$ cat config.mk
export PLATFORM = sky130hd
export DESIGN_NAME = wb_trace_collector
export DESIGN_NICKNAME = d
export VERILOG_FILES = /design/src/rtl/wb_trace_collector.sv
export SDC_FILE = /design/constraint.sdc
export NUM_CORES = 1
export LEC_CHECK = 0
export BUFFER_PORTS_ARGS = -buffer_cell sky130_fd_sc_hd__buf_2
export CORE_MARGIN = 3
export CORE_UTILIZATION = 49
export CTS_BUF_LIST = sky130_fd_sc_hd__clkbuf_8
export CTS_CLUSTER_DIAMETER = 30
export DETAILED_ROUTE_END_ITERATION = 16
export HOLD_SLACK_MARGIN = 0.05
export PLACE_DENSITY = 0.67
export SLEW_MARGIN = 5
export SYNTH_ARGS = -nofsm -noshare
export SYNTH_HDL_FRONTEND = slang
export SYNTH_SLANG_ARGS = --single-unit
$ cat constraint.sdc
create_clock -name clk -period 7.75 [get_ports clk]
set_input_delay 1.1625 -clock clk [delete_from_list [all_inputs] [get_ports clk]]
set_output_delay 1.1625 -clock clk [all_outputs]
set_load 0.05 [all_outputs]
$ cat src/rtl/wb_trace_collector.sv
// Write-trace collector: buffers GRF writes and DM stores from a pipelined core
// in a small FIFO and drains them in program order over a valid/ready port.
module wb_trace_collector #(
  parameter int DEPTH = 8,
  parameter int CNT_W = 16
) (
  input  logic             clk,
  input  logic             reset,
  input  logic             grf_we,
  input  logic [31:0]      grf_pc,
  input  logic [4:0]       grf_addr,
  input  logic [31:0]      grf_wdata,
  input  logic             dm_we,
  input  logic [31:0]      dm_pc,
  input  logic [31:0]      dm_addr,
  input  logic [31:0]      dm_wdata,
  output logic             out_valid,
  input  logic             out_ready,
  output logic             out_type,
  output logic [31:0]      out_pc,
  output logic [31:0]      out_addr,
  output logic [31:0]      out_data,
  output logic             overflow,
  output logic [CNT_W-1:0] drop_cnt
);

  localparam int AW = $clog2(DEPTH);
  localparam int CW = $clog2(DEPTH + 1);
  localparam logic [CW-1:0] FULL = CW'(DEPTH);

  logic          type_mem [DEPTH];
  logic [31:0]   pc_mem   [DEPTH];
  logic [31:0]   addr_mem [DEPTH];
  logic [31:0]   data_mem [DEPTH];

  logic [AW-1:0] wr_ptr;
  logic [AW-1:0] rd_ptr;
  logic [AW-1:0] dm_slot;
  logic [CW-1:0] count;
  logic [CW-1:0] space;
  logic          grf_ev;
  logic          dm_ev;
  logic          push_grf;
  logic          push_dm;
  logic          pop;
  logic [1:0]    n_push;
  logic [1:0]    n_drop;
  logic [CNT_W:0] drop_sum;

  // Space is judged on start-of-cycle occupancy; a same-cycle pop frees nothing.
  always_comb begin
    grf_ev   = grf_we && (grf_addr != 5'd0);
    dm_ev    = dm_we;
    space    = FULL - count;
    push_grf = grf_ev && (space != '0);
    if (grf_ev) push_dm = dm_ev && (space >= CW'(2));
    else        push_dm = dm_ev && (space != '0);
    n_push   = {1'b0, push_grf} + {1'b0, push_dm};
    n_drop   = {1'b0, grf_ev & ~push_grf} + {1'b0, dm_ev & ~push_dm};
    pop      = out_valid && out_ready;
    dm_slot  = push_grf ? wr_ptr + 1'b1 : wr_ptr;
    drop_sum = {1'b0, drop_cnt} + (CNT_W + 1)'(n_drop);
  end

  assign out_valid = (count != '0);
  assign out_type  = type_mem[rd_ptr];
  assign out_pc    = pc_mem[rd_ptr];
  assign out_addr  = addr_mem[rd_ptr];
  assign out_data  = data_mem[rd_ptr];

  // The GRF record (older, W stage) always takes the first free slot.
  always_ff @(posedge clk) begin
    if (push_grf) begin
      type_mem[wr_ptr] <= 1'b0;
      pc_mem[wr_ptr]   <= grf_pc;
      addr_mem[wr_ptr] <= {27'd0, grf_addr};
      data_mem[wr_ptr] <= grf_wdata;
    end
    if (push_dm) begin
      type_mem[dm_slot] <= 1'b1;
      pc_mem[dm_slot]   <= dm_pc;
      addr_mem[dm_slot] <= dm_addr;
      data_mem[dm_slot] <= dm_wdata;
    end
  end

  always_ff @(posedge clk or negedge reset) begin
    if (!reset) begin
      wr_ptr   <= '0;
      rd_ptr   <= '0;
      count    <= '0;
      overflow <= 1'b0;
      drop_cnt <= '0;
    end else begin
      wr_ptr <= wr_ptr + AW'(n_push);
      if (pop) rd_ptr <= rd_ptr + 1'b1;
      count <= count + CW'(n_push) - CW'(pop);
      if (n_drop != 2'd0) begin
        overflow <= 1'b1;
        drop_cnt <= drop_sum[CNT_W] ? '1 : drop_sum[CNT_W-1:0];
      end
    end
  end

endmodule

# Word level (Yosys, flattened, before mapping)
# Memory sizes are Yosys's and may differ from the RTL's.
# Cells that the tools add are included.
[totals]
ff_bits = 27
latch_bits = 0
ramBits = 776
mem_bits_ro = 0
wordCells = 39
mem_count = 4
[classes]
n_addsub = 9
n_mul = 0
n_div = 0
n_lt_le_gt_ge = 1
eq_ne = 0
n_shift = 0
mux = 7
bitwise = 4
reduce_logical = 9
[memory_table]
columns = ["name", "depth", "word_bits", "rd", "rd_clocked_by_memory_dff", "wr", "line_no", "rtl"]
rows = [
  ["addr_mem", 8, 32, 1, 0, 2, "33", "logic [31:0] addr_mem [DEPTH];"],
  ["data_mem", 8, 32, 1, 0, 2, "34", "logic [31:0] data_mem [DEPTH];"],
  ["pc_mem", 8, 32, 1, 0, 2, "32", "logic [31:0] pc_mem [DEPTH];"],
  ["type_mem", 8, 1, 1, 0, 2, "31", "logic type_mem [DEPTH];"],
]
[ops]
columns = ["op", "n"]
rows = [
  ["adder 16 x 2 -> 17 bit", 1],
  ["two-way mux 16 bit", 1],
  ["nonzero test 4 bit", 2],
  ["adder 3 x 1 -> 3 bit, second input constant", 2],
  ["logical AND 1 bit", 5],
  ["two-way mux 1 bit", 5],
  ["nonzero test 5 bit", 1],
  ["adder 1 x 1 -> 2 bit", 2],
  ["adder 4 x 2 -> 4 bit", 1],
  [">= comparator 4 x 2 -> 1 bit, second input constant", 1],
  ["subtractor 4 x 1 -> 4 bit", 1],
  ["subtractor 4 bit, first input constant", 1],
  ["adder 3 x 2 -> 3 bit", 1],
  ["two-way mux 3 bit", 1],
  ["AND 1 bit", 2],
  ["inverter 1 bit", 2],
  ["nonzero test 2 bit", 1],
]

# Longest topological paths before layout
# Gate-level depths: netlist (run 1).
[depth]
ltp_word = 9
depth_mapped = 17
mapped_depth_nobuf = 15

# Worst setup path before layout (run 1)
# No wires, ideal clock.
[synth_timing]
path_kind = "in2reg"
from = "input port grf_addr[0]"
to = "memory addr_mem[7][0] (enable)"
setup_ns = 0.584
arrival_time_ns = 7.051
required_time_ns = 7.166
path_slack_ns = 0.115
cell_stages = 6
n_path_buf = 1
path_cell_list = "buf_2 or3_1 o21ai_4 o22a_1 a21oi_1 o22ai_1"
[synth_lines]
columns = ["item", "line_no", "rtl"]
rows = [
  ["from (decl)", "11", "input logic [4:0] grf_addr,"],
  ["to (decl)", "33", ""],
]

# Worst setup path in the final report (run 1)
[layout_timing]
from = "register rd_ptr[1]"
to = "output port out_addr[4]"
[layout_via]
elab_chain_len = 1
[layout_lines]
columns = ["item", "line_no", "rtl"]
rows = [
  ["from (decl)", "37", "logic [AW-1:0] rd_ptr;"],
  ["from (signal assigned)", "96", "if (pop) rd_ptr <= rd_ptr + 1'b1;"],
  ["memory read (8 x 32 bit)", "n/a", ""],
  ["to (decl)", "21", "output logic [31:0] out_addr,"],
]
# No other way between the ends.

==> summary.txt, run 1 <==
Yosys
  • Mapped Cells: 2600
  • EDFF count, synth: ~770
  • Synth warnings: 0
  • Most used DFF post-synth: edfxtp_1
  • Ys async rst share: 0.0336
  • Seq/Total Area, Yosys: 0.613
  • Synthesized area: ~39000 µm²
  • Syn avg cell area: between 10 and 15 µm²
  • Post-synthesis cell type count: 47
  • Net Count, Synth: about 2800
  • Synth Register Bits: between 800 and 900

Drt
  • Via count: roughly 26000
  • DRT Wirelength: around 120000 µm
  • Pre-antenna DRT Iters: 5
  • Vias per std cell: 6.66
  • Initial DRC count: around 3000
  • Routed Antenna Nets: 0
  • Drt wl/cell: just under 30 µm
  • DRC Markers: 0

Critical path
  • Reg2reg end: pc_mem[0][27]$_DFFE_PP_
  • Reg2reg setup slack: between 3000 and 4000 ps
  • Crit-path max FO: between 50 and 60
  • Worst reg2reg path startpoint: count[0]$_DFF_PN0_
  • Crit Path Class: reg -> out
  • Critical Path Sink Type: output port
  • Buf+Inv Stages, Crit Path: 2
  • Reg2reg path depth: 9
  • WP data required: ~6600 ps
  • CP max stage delay: roughly 940 ps
  • CP delay by family, top: buffers and inverters
  • Critical path launch point type: flip-flop
  • Cell-by-cell trace of the critical path: buf_4 -> mux4_2 -> mux2_2 -> buf_2
  • Critical Path Slowest Stage Cell: dfrtp_4
  • Arrival time at the worst endpoint: 3650 ps

Power
  • Leakage: roughly 0.016 µW
  • PD cells: between 400 and 500 nW/µm²
  • VDD IR-drop max: between 0.4 and 0.5 mV

Floorplan
  • IO Count: 285
  • Starting Density: 0.499
  • Site Rows: between 100 and 150
  • Die Ht: approximately 290 µm
  • Die area: between 80000 and 90000 µm²
  • Core area: just under 80000 µm²
  • Die X: 288 µm

Global routing
  • Gr busiest metal: met2
  • Met3 usage: 0.0655
  • Number of global-route vias before repair: 27318
  • Largest net degree at the start of global routing: between 100 and 150
  • Initial antenna violation count: 22
  • GR Util met1: 0.362
  • Total GRT Usage: 0.282
  • First-pass GRT wire length: between 150000 and 200000 µm
  • GR met2 Demand/Resource: 0.466
  • Total gr overflow: 0

Clocking
  • Clk_lat worst skew: around 800 ps
  • Cts repair resizes: 0
  • Postcts setup bufs: 0
  • Sink Count: ~800
  • Clk pin slew, worst setup/hold paths: roughly 50 ps
  • Total CTS buffers: roughly 150
  • Level count of the clock H-tree: 4
  • Clk root buf: clkbuf_8
  • TritonCTS clock tree: yes
  • Clock buffer depth: 3
  • Hold Buf Count CTS: 0

Placement
  • I/O Buffers: approximately 280
  • Post-Place Setup Slack: around 2600 ps
  • DP HPWL: 61200 µm
  • Placer Congestion: 0.789

STA
  • Clk_skew: 36.6 ps
  • Final hold violations: 0
  • Endpoints failing setup: 0
  • Final hold slack: approximately 390 ps
  • Slew Viols, Final: 0
  • Slew headroom: 0.232
  • Final Critical Period: 4810 ps
  • Worst setup margin: 2940 ps
  • Final worst-path cycle share: 0.620
  • FMAX: between 0.2 and 0.25 GHz
  • RSZ-0062 raised after global routing: no
  • Worst-margin pin slew: approximately 1200 ps
  • Setup_tns: 0 ps

Finish
  • Most frequent cells in the layout: edfxtp_1, a22o_1, buf_2, nor3_1, mux4_2
  • Layout cell share with drive strength beyond 1: 0.312
  • Leading cell type in the layout, fill and taps excluded: edfxtp_1
  • Total Nets Final: ~3000
  • Area grow syn2layout: 13.9%

Flow run
  • Max-cap violation count: 0

Outcome
  • Outcome: finished clean

Worst hold path
  • Worst Hold Class: in -> async
-- metal layers --
metal  wire length [µm]  vias up
met4               3710       10
met2              58200     1562
met5                 59        -
met3              12200      277
met1              43300    13378
li1                   -    11040
-- state kept, by name (all words and copies together), names as in the netlist --
name	count
addr_mem	256
wr_ptr	3
drop_cnt	16
type_mem	8
overflow	1
count	4
pc_mem	256
data_mem	256
rd_ptr	3
-- layout make-up --
cell class,count,area [µm²]
flip-flops and latches,803,23900
well taps,1040,1300
diodes,16,40.0
clock inverters,121,1060
inverters,20,75.1
multi-input cells,1449,14000
clock buffers,157,2160
repair buffers,336,1860
fillers,6174,33700
-- how the worst max path moves through the flow --
stage	startpoint	to	depth (start not counted)
5_1_grt	rd_ptr[1]$_DFFE_PN0P_	out_addr[4]	4
6_report	rd_ptr[1]$_DFFE_PN0P_	out_addr[4]	4
4_1_cts	rd_ptr[1]$_DFFE_PN0P_	out_addr[4]	4
3_3_place_gp	grf_addr[0]	pc_mem[0][31]$_DFFE_PP_	9
3_5_place_dp	grf_addr[0]	data_mem[3][23]$_DFFE_PP_	9
2_1_floorplan	grf_addr[0]	addr_mem[7][0]$_DFFE_PP_	6
-- cell families after synthesis --
family / share of synthesized area
AO/OA/AOI/OAI: 0.146
XOR/XNOR: 0.00450
multiplexers: 0.142
flip-flops: 0.613
adder cells (fa/ha/maj): 0.00668
buffers and inverters: 0.0357
AND/OR/NAND/NOR: 0.0519
-- Yosys cell counts, drive strengths merged (8+ instances only) --
cell,instances,area [µm²]
edfxtp,768,23100
a22o,556,4870
nor3,223,1120
clkbuf,203,763
mux4,194,4370
nand2,130,488
buf,125,553
mux2,100,1130
a21oi,79,395
dfrtp,27,676
inv,20,75.1
nor2,20,77.6
ha,16,200
nand4,15,93.8
xnor2,11,96.3
a21o,10,75.1
o22ai,10,62.6
o21ai,9,56.3
xor2,9,78.8
a221o,8,80.1
dfxtp,8,160
nand2b,8,50.1
-- power breakdown --
| part | switching, µW | internal [µW] |
|---|---|---|
| Clock | 1900 | 2460 |
| Combinational | 7280 | 3170 |
| Sequential | 456 | 6640 |
-- metrics by stage --
stage	power, µW	cell area [µm²]	cells	utilization
final	21900	44400	3942	0.568
after global routing	22700	44400	3933	0.568
after CTS	22000	44400	3926	0.568
after detailed placement	17600	41100	3648	0.527
after global placement	17400	41100	3648	0.527
after floorplan	14600	39000	2600	-
(Power assumes the default switching activity.)
==> inputs of run 2 (changes only) <==
--- a/config.mk
+++ b/config.mk
@@ -12,7 +12,7 @@
 export CTS_CLUSTER_DIAMETER = 30
 export DETAILED_ROUTE_END_ITERATION = 16
 export HOLD_SLACK_MARGIN = 0.05
-export PLACE_DENSITY = 0.67
+export PLACE_DENSITY = 0.7
 export SLEW_MARGIN = 5
 export SYNTH_ARGS = -nofsm -noshare
 export SYNTH_HDL_FRONTEND = slang
==> constraint.sdc (replaced) <==
create_clock -name clk -period 4.4 [get_ports clk]
set_input_delay 0.66 -clock clk [delete_from_list [all_inputs] [get_ports clk]]
set_output_delay 0.66 -clock clk [all_outputs]
set_load 0.05 [all_outputs]
==> run 2 against run 1 <==
Design area rose by 1.3%. Clock power rose by 72%. Via count increased by 2.2%. Critical endpoint is now drop_cnt[5]$_DFFE_PN0P_.
==> summary.txt, run 2 (same netlist as run 1, synthesis figures left out) <==
Placement
  • I/O Buffers: 284 (unchanged)
  • Placer Congestion: 0.844 (+7.0%)
  • DP HPWL: 63300 µm (+3.5%)

Floorplan
  • IO Count: 285 (unchanged)
  • Core area: 78100 µm² (unchanged)
  • Die Ht: 288 µm (unchanged)
  • Starting Density: 0.499 (unchanged)
  • Die X: 288 µm (unchanged)
  • Site Rows: 102 (unchanged)
  • Die area: 82900 µm² (unchanged)

Finish
  • Final Util: 0.576 (+0.00732)
  • Leading cell type in the layout, fill and taps excluded: edfxtp_1
  • Sequential cell area: 23900 µm² (unchanged)
  • Layout cell share with drive strength beyond 1: 0.314 (+0.00299)
  • Biggest regs: addr_mem: 256 flops, data_mem: 256 flops, pc_mem: 256 flops
  • Most frequent cells in the layout: edfxtp_1, a22o_1, buf_2, nor3_1, mux4_2
  • Total Nets Final: 2986 (+1.1%)
  • # fillers: 6084 (-1.5%)
  • Area grow syn2layout: 15.4%
  • Multi-input gate area: 13900 µm² (-0.82%)

Power
  • Seq pwr share: 0.319 (-0.005)
  • Switching Share: 0.438 (-0.00215)
  • Clock power share: 0.191 (-0.008)
  • Internal power: 22000 µW (+79%)
  • Leakage: 0.0165 µW (+1.6%)
  • PD cells: 871 nW/µm² (+76%)
  • Comb power frac: 0.490 (+0.013)
  • VDD IR-drop max: 0.773 mV (+82%)
  • Net switching power: 17100 µW (+78%)

Worst hold path
  • Worst hold stages: 2
  • Worst Hold Class: in -> reg

Critical path
  • CP max stage delay: 600 ps (-340 ps)
  • CP most frequent cell: ha_1
  • Critical path launch point type: flip-flop
  • Arrival time at the worst endpoint: 4710 ps (+1060 ps)
  • Crit Path Class: reg -> reg
  • Reg2reg path depth: 12 (+3)
  • Cell-by-cell trace of the critical path: inv_1 -> ha_1 -> or4_1 -> o22ai_4 -> nand3_1 -> ha_1 -> ha_1 -> fa_1 -> nand4_1 -> nor4_1 -> nand3_2 -> o21ai_0
  • Critical Path Sink Type: flip-flop
  • Crit-path max FO: 13 (-76%)
  • Critical Path Slowest Stage Cell: nor4_1
  • WP data required: 5090 ps (-1500 ps)

Global routing
  • Total gr overflow: 0 (unchanged)
  • Total GRT Usage: 0.284 (+0.00149)
  • First-pass GRT wire length: 175000 µm (+0.53%)
  • Met3 usage: 0.0779 (+0.0124)
  • GR met2 Demand/Resource: 0.461 (-0.00510)
  • Gr busiest metal: met2
  • GR Util met1: 0.365 (+0.00270)
  • Number of global-route vias before repair: 27838 (+1.9%)
  • Initial antenna violation count: 25 (+14%)
  • Largest net degree at the start of global routing: 97 (-9.3%)

Clocking
  • Clk_lat worst skew: 810 ps (about the same)
  • TritonCTS clock tree: yes
  • Postcts setup bufs: 0 (unchanged)
  • Total CTS buffers: 157 (+1.9%)
  • Level count of the clock H-tree: 4 (unchanged)
  • Sink Count: 803 (unchanged)
  • Clk pin slew, worst setup/hold paths: 60 ps (about the same)
  • Clock buffer depth: 3 (unchanged)
  • Clk root buf: clkbuf_8

STA
  • Final hold violations: 0 (unchanged)
  • Slew Viols, Final: 0 (unchanged)
  • Final worst-path cycle share: 0.915
  • Clk_skew: 35.3 ps (-1.29 ps)
  • Worst-margin pin slew: 1260 ps (+104 ps)
  • RSZ-0062 raised after global routing: no
  • Endpoints failing setup: 0 (unchanged)
  • Setup_tns: 0 ps (unchanged)
  • FMAX: between 0.2 and 0.25 GHz
  • Slew headroom: 0.163 (-0.0691)
  • Final Critical Period: 4020 ps

Drt
  • Via count: 26844 (+2.2%)
  • DRT Wirelength: 118000 µm (+0.29%)
  • Initial DRC count: 3235 (+9.7%)
  • Vias per std cell: 6.76 (+1.4%)
  • Routed Antenna Nets: 0 (unchanged)
  • DRC Markers: 0 (unchanged)
  • Pre-antenna DRT Iters: 6 (+1)
  • Drt wl/cell: 29.7 µm (-0.49%)

Flow run
  • Max-cap violation count: 0 (unchanged)

Outcome
  • Outcome: finished clean
==> run 2: cell count changes in the layout (fill, tap and decap cells not counted), sizes merged <==
cell	before	now
dlygate4sd3	0	1
clkinvlp	11	7
clkinv	53	51
diode	16	14
clkbuf	157	159
inv	61	71
buf	336	365
bufinv	16	13
==> run 2: layout make-up <==
type / count / share of cell area
repair buffers: 366 / 0.0585
clock buffers: 159 / 0.0487
diodes: 14 / 0.000779
well taps: 1040 / 0.0289
flip-flops and latches: 803 / 0.532
clock inverters: 122 / 0.0212
inverters: 20 / 0.00167
multi-input cells: 1449 / 0.308
==> run 2: worst paths after layout <==
kind	from	endpoint	slack [ps]
max in group asynchronous	reset	rd_ptr[0]$_DFFE_PN0P_	3490
hold / removal	grf_pc[18]	pc_mem[1][18]$_DFFE_PP_	250
setup reg to reg	count[1]$_DFF_PN0_	drop_cnt[5]$_DFFE_PN0P_	380
setup / recovery	count[1]$_DFF_PN0_	drop_cnt[5]$_DFFE_PN0P_	380
hold reg to reg	overflow$_DFFE_PN0P_	overflow$_DFFE_PN0P_	490
min in group asynchronous	reset	overflow$_DFFE_PN0P_	410
==> run 2: power by group through the flow <==
stage	Clock (µW)	Combinational [µW]	Sequential (µW)
2_1_floorplan	0	13100	12400
3_3_place_gp	0	18800	12400
3_5_place_dp	0	19000	12600
4_1_cts	7560	19100	12500
5_1_grt	7950	19900	12700
6_report	7490	19200	12500
==> run 2: repair_timing <==
action | in CTS | in global routing
hold buffers | 1 | 0
gates resized for setup | 0 | 1
endpoints found under the hold margin | 27 | 0
setup endpoints to repair | 0 | 1
==> run 2: metrics by stage <==
| stage | std cells | area, µm² | setup WS [ps] | power, µW | hold slack, ps |
|---|---|---|---|---|---|
| floorplan | 2600 | 39000 | -588 | 25500 | 364 |
| global placement | 3677 | 41800 | 482 | 31300 | 463 |
| detailed placement | 3677 | 41800 | 235 | 31600 | 468 |
| CTS | 3959 | 44900 | 250 | 39100 | 189 |
| global route | 3966 | 44900 | 136 | 40500 | 225 |
| finish | 3973 | 45000 | 376 | 39200 | 249 |
==> run 2: metal layers <==
layer  vias up  wire, µm
met2      1825     58000
li1      11102         -
met5         -       115
met3       283     13700
met1     13618     42600
met4        16      3440
==> run 2: worst max-delay path, delay by kind of cell, from the launching register on <==
kind	cells	cell delay, ps
and+or+nand+nor	5	1910
adders and majority gates	4	1120
DFF	1	420
AOI/OAI and AO/OA	2	390
buffers and inverters	1	100
